`config.mk`:
```
export PLATFORM = sky130hd
export DESIGN_NAME = key_debounce_flat
export DESIGN_NICKNAME = d
export VERILOG_FILES = /design/src/rtl/key_debounce_if.sv /design/src/rtl/key_debounce.sv /design/src/flat_wrapper.sv
export SDC_FILE = /design/constraint.sdc
export NUM_CORES = 1
export LEC_CHECK = 0
export BUFFER_PORTS_ARGS = -buffer_cell sky130_fd_sc_hd__buf_4
export CAP_MARGIN = 5
export CORE_MARGIN = 2
export CORE_UTILIZATION = 45
export DETAILED_ROUTE_END_ITERATION = 8
export MAX_ROUTING_LAYER = met4
export SYNTH_ARGS = -nofsm -noshare
export SYNTH_HDL_FRONTEND = slang
export SYNTH_SLANG_ARGS = --single-unit
```
`constraint.sdc`:
```
create_clock -name i_clk -period 2.25 [get_ports i_clk]
set_clock_uncertainty 0.1 [all_clocks]
set_input_delay 0.225 -clock i_clk [delete_from_list [all_inputs] [get_ports i_clk]]
set_output_delay 0.225 -clock i_clk [all_outputs]
set_load 0.005 [all_outputs]
```
`src/rtl/key_debounce_if.sv`:
```
// rtl/key_debounce_if.sv - key input and conditioned key outputs bundle
//
// Ports (interface signals):
//   i_key_n   raw active-low key, driven by the board/bench side
//   o_pressed debounced level, 1 = pressed
//   o_press   one-cycle pulse on accepted press (and repeat pulses)
//   o_release one-cycle pulse on accepted release
// Modports:
//   master - drives the raw key, observes the conditioned outputs
//   slave  - the debouncer: consumes the raw key, drives the outputs
interface key_debounce_if;
  logic i_key_n;
  logic o_pressed;
  logic o_press;
  logic o_release;

  modport master (
    output i_key_n,
    input  o_pressed,
    input  o_press,
    input  o_release
  );

  modport slave (
    input  i_key_n,
    output o_pressed,
    output o_press,
    output o_release
  );
endinterface

```
`src/rtl/key_debounce.sv`:
```
// rtl/key_debounce.sv - synchronize, debounce and edge-detect one active-low key
//
// Purpose: conditions a raw push-button into a clean debounced level plus
// one-cycle press/release strobes. o_press drives the core's start strobe.
// Optional macro KEY_REPEAT_EN: while the key is held, o_press re-fires after
// REPEAT_DELAY cycles and then every REPEAT_PERIOD cycles.
//
// Ports:
//   i_clk   system clock, rising edge
//   i_rst_n asynchronous active-low reset
//   key     key_debounce_if.slave (i_key_n in; o_pressed/o_press/o_release out)
module key_debounce #(
  parameter int CNT_N         = 500000,
  parameter int REPEAT_DELAY  = 25000000,
  parameter int REPEAT_PERIOD = 5000000
) (
  input  logic          i_clk,
  input  logic          i_rst_n,
  key_debounce_if.slave key
);

  localparam int CW = (CNT_N > 1) ? $clog2(CNT_N) : 1;
  localparam logic [CW-1:0] CNT_MAX = CW'(CNT_N - 1);

`ifdef KEY_REPEAT_EN
  localparam int RMAX = (REPEAT_DELAY > REPEAT_PERIOD) ? REPEAT_DELAY : REPEAT_PERIOD;
  localparam int RW   = (RMAX > 1) ? $clog2(RMAX) : 1;
  localparam logic [RW-1:0] DLY_MAX = RW'(REPEAT_DELAY - 1);
  localparam logic [RW-1:0] PER_MAX = RW'(REPEAT_PERIOD - 1);

  typedef enum logic [1:0] {
    S_IDLE   = 2'd0,
    S_WAIT   = 2'd1,
    S_REPEAT = 2'd2
  } state_t;

  logic [RW-1:0] rcnt_q, rcnt_d;
`else
  typedef enum logic [1:0] {
    S_IDLE = 2'd0,
    S_HELD = 2'd1
  } state_t;
`endif

  logic          sync1_q, sync1_d;
  logic          sync2_q, sync2_d;
  logic [CW-1:0] cnt_q, cnt_d;
  state_t        state_q, state_d;
  logic          press_q, press_d;
  logic          release_q, release_d;

  logic sample;
  logic pressed;
  logic accept;

  always_comb begin
    sync1_d   = key.i_key_n;
    sync2_d   = sync1_q;
    sample    = ~sync2_q;
    // The debounced level is carried by the FSM: any non-idle state is pressed.
    pressed   = (state_q != S_IDLE);
    accept    = 1'b0;
    cnt_d     = cnt_q;
    state_d   = state_q;

    if (sample == pressed) begin
      cnt_d = '0;
    end else if (cnt_q == CNT_MAX) begin
      accept = 1'b1;
      cnt_d  = '0;
    end else begin
      cnt_d = cnt_q + 1'b1;
    end

    press_d   = accept & sample;
    release_d = accept & ~sample;

`ifdef KEY_REPEAT_EN
    rcnt_d = rcnt_q;
    case (state_q)
      S_IDLE: begin
        rcnt_d = '0;
        if (accept) state_d = S_WAIT;
      end
      S_WAIT: begin
        // Release acceptance wins over a coinciding repeat.
        if (accept) begin
          state_d = S_IDLE;
          rcnt_d  = '0;
        end else if (rcnt_q == DLY_MAX) begin
          press_d = 1'b1;
          rcnt_d  = '0;
          state_d = S_REPEAT;
        end else begin
          rcnt_d = rcnt_q + 1'b1;
        end
      end
      S_REPEAT: begin
        if (accept) begin
          state_d = S_IDLE;
          rcnt_d  = '0;
        end else if (rcnt_q == PER_MAX) begin
          press_d = 1'b1;
          rcnt_d  = '0;
        end else begin
          rcnt_d = rcnt_q + 1'b1;
        end
      end
      default: begin
        state_d = S_IDLE;
        rcnt_d  = '0;
      end
    endcase
`else
    case (state_q)
      S_IDLE:  if (accept) state_d = S_HELD;
      S_HELD:  if (accept) state_d = S_IDLE;
      default: state_d = S_IDLE;
    endcase
`endif
  end

  always_ff @(posedge i_clk or negedge i_rst_n) begin
    if (!i_rst_n) begin
      sync1_q   <= 1'b1;
      sync2_q   <= 1'b1;
      cnt_q     <= '0;
      state_q   <= S_IDLE;
      press_q   <= 1'b0;
      release_q <= 1'b0;
`ifdef KEY_REPEAT_EN
      rcnt_q    <= '0;
`endif
    end else begin
      sync1_q   <= sync1_d;
      sync2_q   <= sync2_d;
      cnt_q     <= cnt_d;
      state_q   <= state_d;
      press_q   <= press_d;
      release_q <= release_d;
`ifdef KEY_REPEAT_EN
      rcnt_q    <= rcnt_d;
`endif
    end
  end

  assign key.o_pressed = pressed;
  assign key.o_press   = press_q;
  assign key.o_release = release_q;

endmodule
```
`src/flat_wrapper.sv`:
```
// flat-port wrapper written by rule: the top's interface ports become plain ports
module key_debounce_flat 
#(
  parameter int CNT_N         = 500000,
  parameter int REPEAT_DELAY  = 25000000,
  parameter int REPEAT_PERIOD = 5000000
)
  (i_clk, i_rst_n, key_i_key_n, key_o_pressed, key_o_press, key_o_release);
  key_debounce_if key_i ();
  input  logic i_clk;
  input  logic i_rst_n;
  input wire logic [$bits(key_i.i_key_n)-1:0] key_i_key_n;
  output wire logic [$bits(key_i.o_pressed)-1:0] key_o_pressed;
  output wire logic [$bits(key_i.o_press)-1:0] key_o_press;
  output wire logic [$bits(key_i.o_release)-1:0] key_o_release;
  assign key_i.i_key_n = key_i_key_n;
  assign key_o_pressed = key_i.o_pressed;
  assign key_o_press = key_i.o_press;
  assign key_o_release = key_i.o_release;
  key_debounce #(.CNT_N(CNT_N), .REPEAT_DELAY(REPEAT_DELAY), .REPEAT_PERIOD(REPEAT_PERIOD)) u_core (.i_clk(i_clk), .i_rst_n(i_rst_n), .key(key_i));
endmodule
```
==> summary.txt <==
Worst setup path
  – Crit-path cells: ha_1 > nand3_1 > nor4_1 > mux2i_1 > nor3_1
  – CP Data Arrival Time: just under 2 ns
  – Worst reg-to-reg path cell count: 5
  – CP max stage delay: approximately 0.43 ns
  – Crit Path Class: flop to flop
  – Critical R2R Launch: u_core.cnt_q[0]
  – RR Endpoint: u_core.cnt_q[18]
  – CP max-delay cell: dfrtp_1
  – Critical Path RT: 2.37 ns
  – Critical Path Fanout Max: 7
  – Startpoint Class: flop
  – Reg-to-reg setup timing slack: 0.44 ns
  – Endpoint type of the worst setup path: flop

Route
  – Vias: 811
  – DR WL/cell: approximately 15 um
  – Final wirelength: between 2000 and 2500 um
  – DRC: 0
  – Vias per cell: roughly 5.3
  – Initial DRC count: 12
  – Drt first pass iters: 4
  – Final ANT Viol Nets: 0

CTS
  – Clock buffer count from CTS: 3
  – Post-CTS Setup Inserts: 0
  – Root Buffer: clkbuf_4
  – CTS tree: yes
  – H-tree lvl count: 1
  – Worst-Skew Late Latency: about 0.32 ns
  – Total clock sinks: 24
  – Clock transition at path regs: between 0.1 and 0.15 ns
  – Clock buffer depth: 2

Job
  – Max Cap Viol: 0

Pwr
  – Sequential share of power: 56.4%
  – Power Density: slightly below 600 mW/mm^2
  – Comb pwr share: 3.7%
  – Peak supply drop: approximately 0.00033 V
  – Int Pwr: between 600 and 700 uW
  – Sw Pwr: between 150 and 200 uW
  – Leakage: ~0.00053 uW
  – Sw Ratio: 20.3%
  – Clock Power Share: approximately two fifths

Layout
  – Final Cell Area: roughly 0.0013 sq mm
  – Layout Nets: 127
  – Layout cell share with drive strength beyond 1: ~16%
  – Number of antenna diodes: 0
  – Final core utilization: 53.5%
  – Area Overhead vs Synth: 12.5%

GRT
  – Gr ovfl total: 0
  – Antenna violations before repair: 0
  – Largest net degree at the start of global routing: 25
  – Global Route Usage Sum: 19.1%
  – First-pass GRT wire length: approximately 4000 um
  – Number of global-route vias before repair: a little over 800

Logic synthesis
  – Synth top area share: 46.7%
  – Synthesized area per cell: ~11 sq um
  – Count leader, synth: dfrtp_1
  – Main flop type after synthesis: dfrtp_1
  – Post-synth top cells: dfrtp_1, nor2_1, xnor2_1
  – Ys Warns: 0
  – Post-synth cell types: 26
  – Synthesized area: 0.00118 sq mm
  – FFs w/ async S/R, synth: between 90% and 100%
  – Synth Register Bits: 24
  – Cells after synthesis: approximately 110
  – Leading area contributor after synthesis: dfrtp_1
  – Cells taking the most area after synthesis: dfrtp_1, xnor2_1, nor2_1
  – Post-synthesis sequential area ratio: between 50% and 60%
  – Syn Nets: around 120
  – Post-synth EDFFs: 0

Timing
  – Max Clock Freq: around 550 MHz
  – Slew HR: about three quarters
  – Endpoints failing hold: 0
  – RSZ-0062 raised after global routing: no
  – Pins Over Slew Limit: 0
  – Period utilization: about four fifths
  – Setup TNS Final: 0 ns
  – Worst Max-Slew Pin Slew: around 0.4 ns
  – Setup ws final: 0.437 ns
  – Setup-failing EPs final: 0
  – Final critical-path required period: ~1.8 ns

Placement
  – Hpwl dp: between 1500 and 2000 um
  – Worst slack, placed: about 0.46 ns
  – RD Place Congestion: between 0.8 and 0.9
  – Cell Area, Placed: 0.00125 sq mm
  – PortBufs: 5

Hold path
  – HP Class: primary input to asynchronous set/reset pin

Die
  – Core region area: 0.00248 sq mm
  – Initial Util: 47.6%
  – Top Ports: 6
  – FP Rows: 18
  – Die height: between 50 and 60 um
  – Die Area: about 0.003 sq mm
  – Chip width: approximately 55 um

Status
  – Outcome: complete, no violations
==> layout by cell type (no fill, tap or decap), drive strengths merged <==
| cell | Yosys | layout |
|---|---|---|
| dfstp | 2 | 2 |
| inv | 3 | 3 |
| bufinv | 0 | 1 |
| nor2 | 21 | 21 |
| a21oi | 1 | 1 |
| and4bb | 1 | 1 |
| nor3 | 6 | 6 |
| clkbuf | 0 | 3 |
| nand3 | 8 | 8 |
| and3 | 3 | 3 |
| buf | 1 | 6 |
| dlygate4sd3 | 0 | 2 |
| xnor2 | 14 | 14 |
| nand2 | 5 | 5 |
| nor4 | 8 | 8 |
| nor4bb | 1 | 1 |
| xor2 | 3 | 3 |
| dfrtp | 22 | 22 |
| nand4 | 5 | 5 |
| mux2i | 2 | 2 |
| ha | 1 | 1 |
| o21ai | 4 | 4 |
==> critical path, delay by kind of cell, from the launching register on <==
family / cells / cell delay, ns
adder cells (fa/ha/maj): 1 / 0.22
multiplexers: 1 / 0.23
AND/OR/NAND/NOR: 3 / 0.73
flip-flops: 1 / 0.43
==> power groups by stage <==
stage / Clock, uW / Combinational (uW) / Sequential [uW]
2_1_floorplan: 0 / 12.4 / 453
6_report: 316 / 29.3 / 446
3_3_place_gp: 0 / 26.9 / 453
4_1_cts: 323 / 30.7 / 446
3_5_place_dp: 0 / 27.6 / 454
5_1_grt: 343 / 34.7 / 448
==> timing repair <==
item                       CTS  global route
setup endpoints to repair    0             0
hold endpoints to repair    25             0
hold buffers                 2             0
resized for setup            0             0
==> worst max-delay path by stage <==
stage               slack [ns]  cells past startpoint          endpoint       startpoint
floorplan                 0.65                      5  u_core.cnt_q[18]  u_core.cnt_q[0]
finish                    0.44                      5  u_core.cnt_q[18]  u_core.cnt_q[0]
detailed placement        0.46                      5  u_core.cnt_q[18]  u_core.cnt_q[0]
global route              0.30                      5  u_core.cnt_q[12]  u_core.cnt_q[0]
global placement          0.52                      5  u_core.cnt_q[18]  u_core.cnt_q[0]
CTS                       0.44                      5  u_core.cnt_q[18]  u_core.cnt_q[0]
==> through the flow <==
step                      hold slack, ns  std cells  power, uW
final                              0.217        152        791
after global routing               0.242        152        826
after CTS                          0.223        152        800
after detailed placement          0.0418        146        481
after global placement            0.0345        146        480
after floorplan                   -0.171        111        465
==> kinds of logic (layout without fill, tap and decap cells) <==
group	after synthesis	in the layout	share of synthesized area [%]
flops	24	24	51.2
mux	2	2	1.70
compound gates	5	5	2.44
fa+ha+maj	1	1	1.06
xor+xnor	17	17	12.6
simple gates	58	58	29.4
buf+inv	4	15	1.59
==> routing by layer <==
layer  GRT usage (%)  vias to the layer above  part of all wire (%)
met3            3.23                        2                   1.8
met4            4.88                        0                  0.95
met1            26.2                      393                    52
met2            29.6                        5                    46
li1                -                      411                     -
met5               -                        -                     0
==> sequential cells by signal, indices dropped and copies added (netlist names) <==
name,cells
u_core.key.o_press,1
u_core.key.o_release,1
u_core.state_q,1
u_core.sync1_q,1
u_core.cnt_q,19
u_core.sync2_q,1
==> cell type report <==
type	count	area, sq um
Inverter	3	11.3
Fill cell	227	1150
Clock buffer	3	22.5
Sequential cell	24	603
Tap cell	30	37.5
Clock inverter	1	30.0
Multi-Input combinational cell	83	557
Timing Repair Buffer	8	65.1
Note: power is estimated with default switching activity, not from simulation.
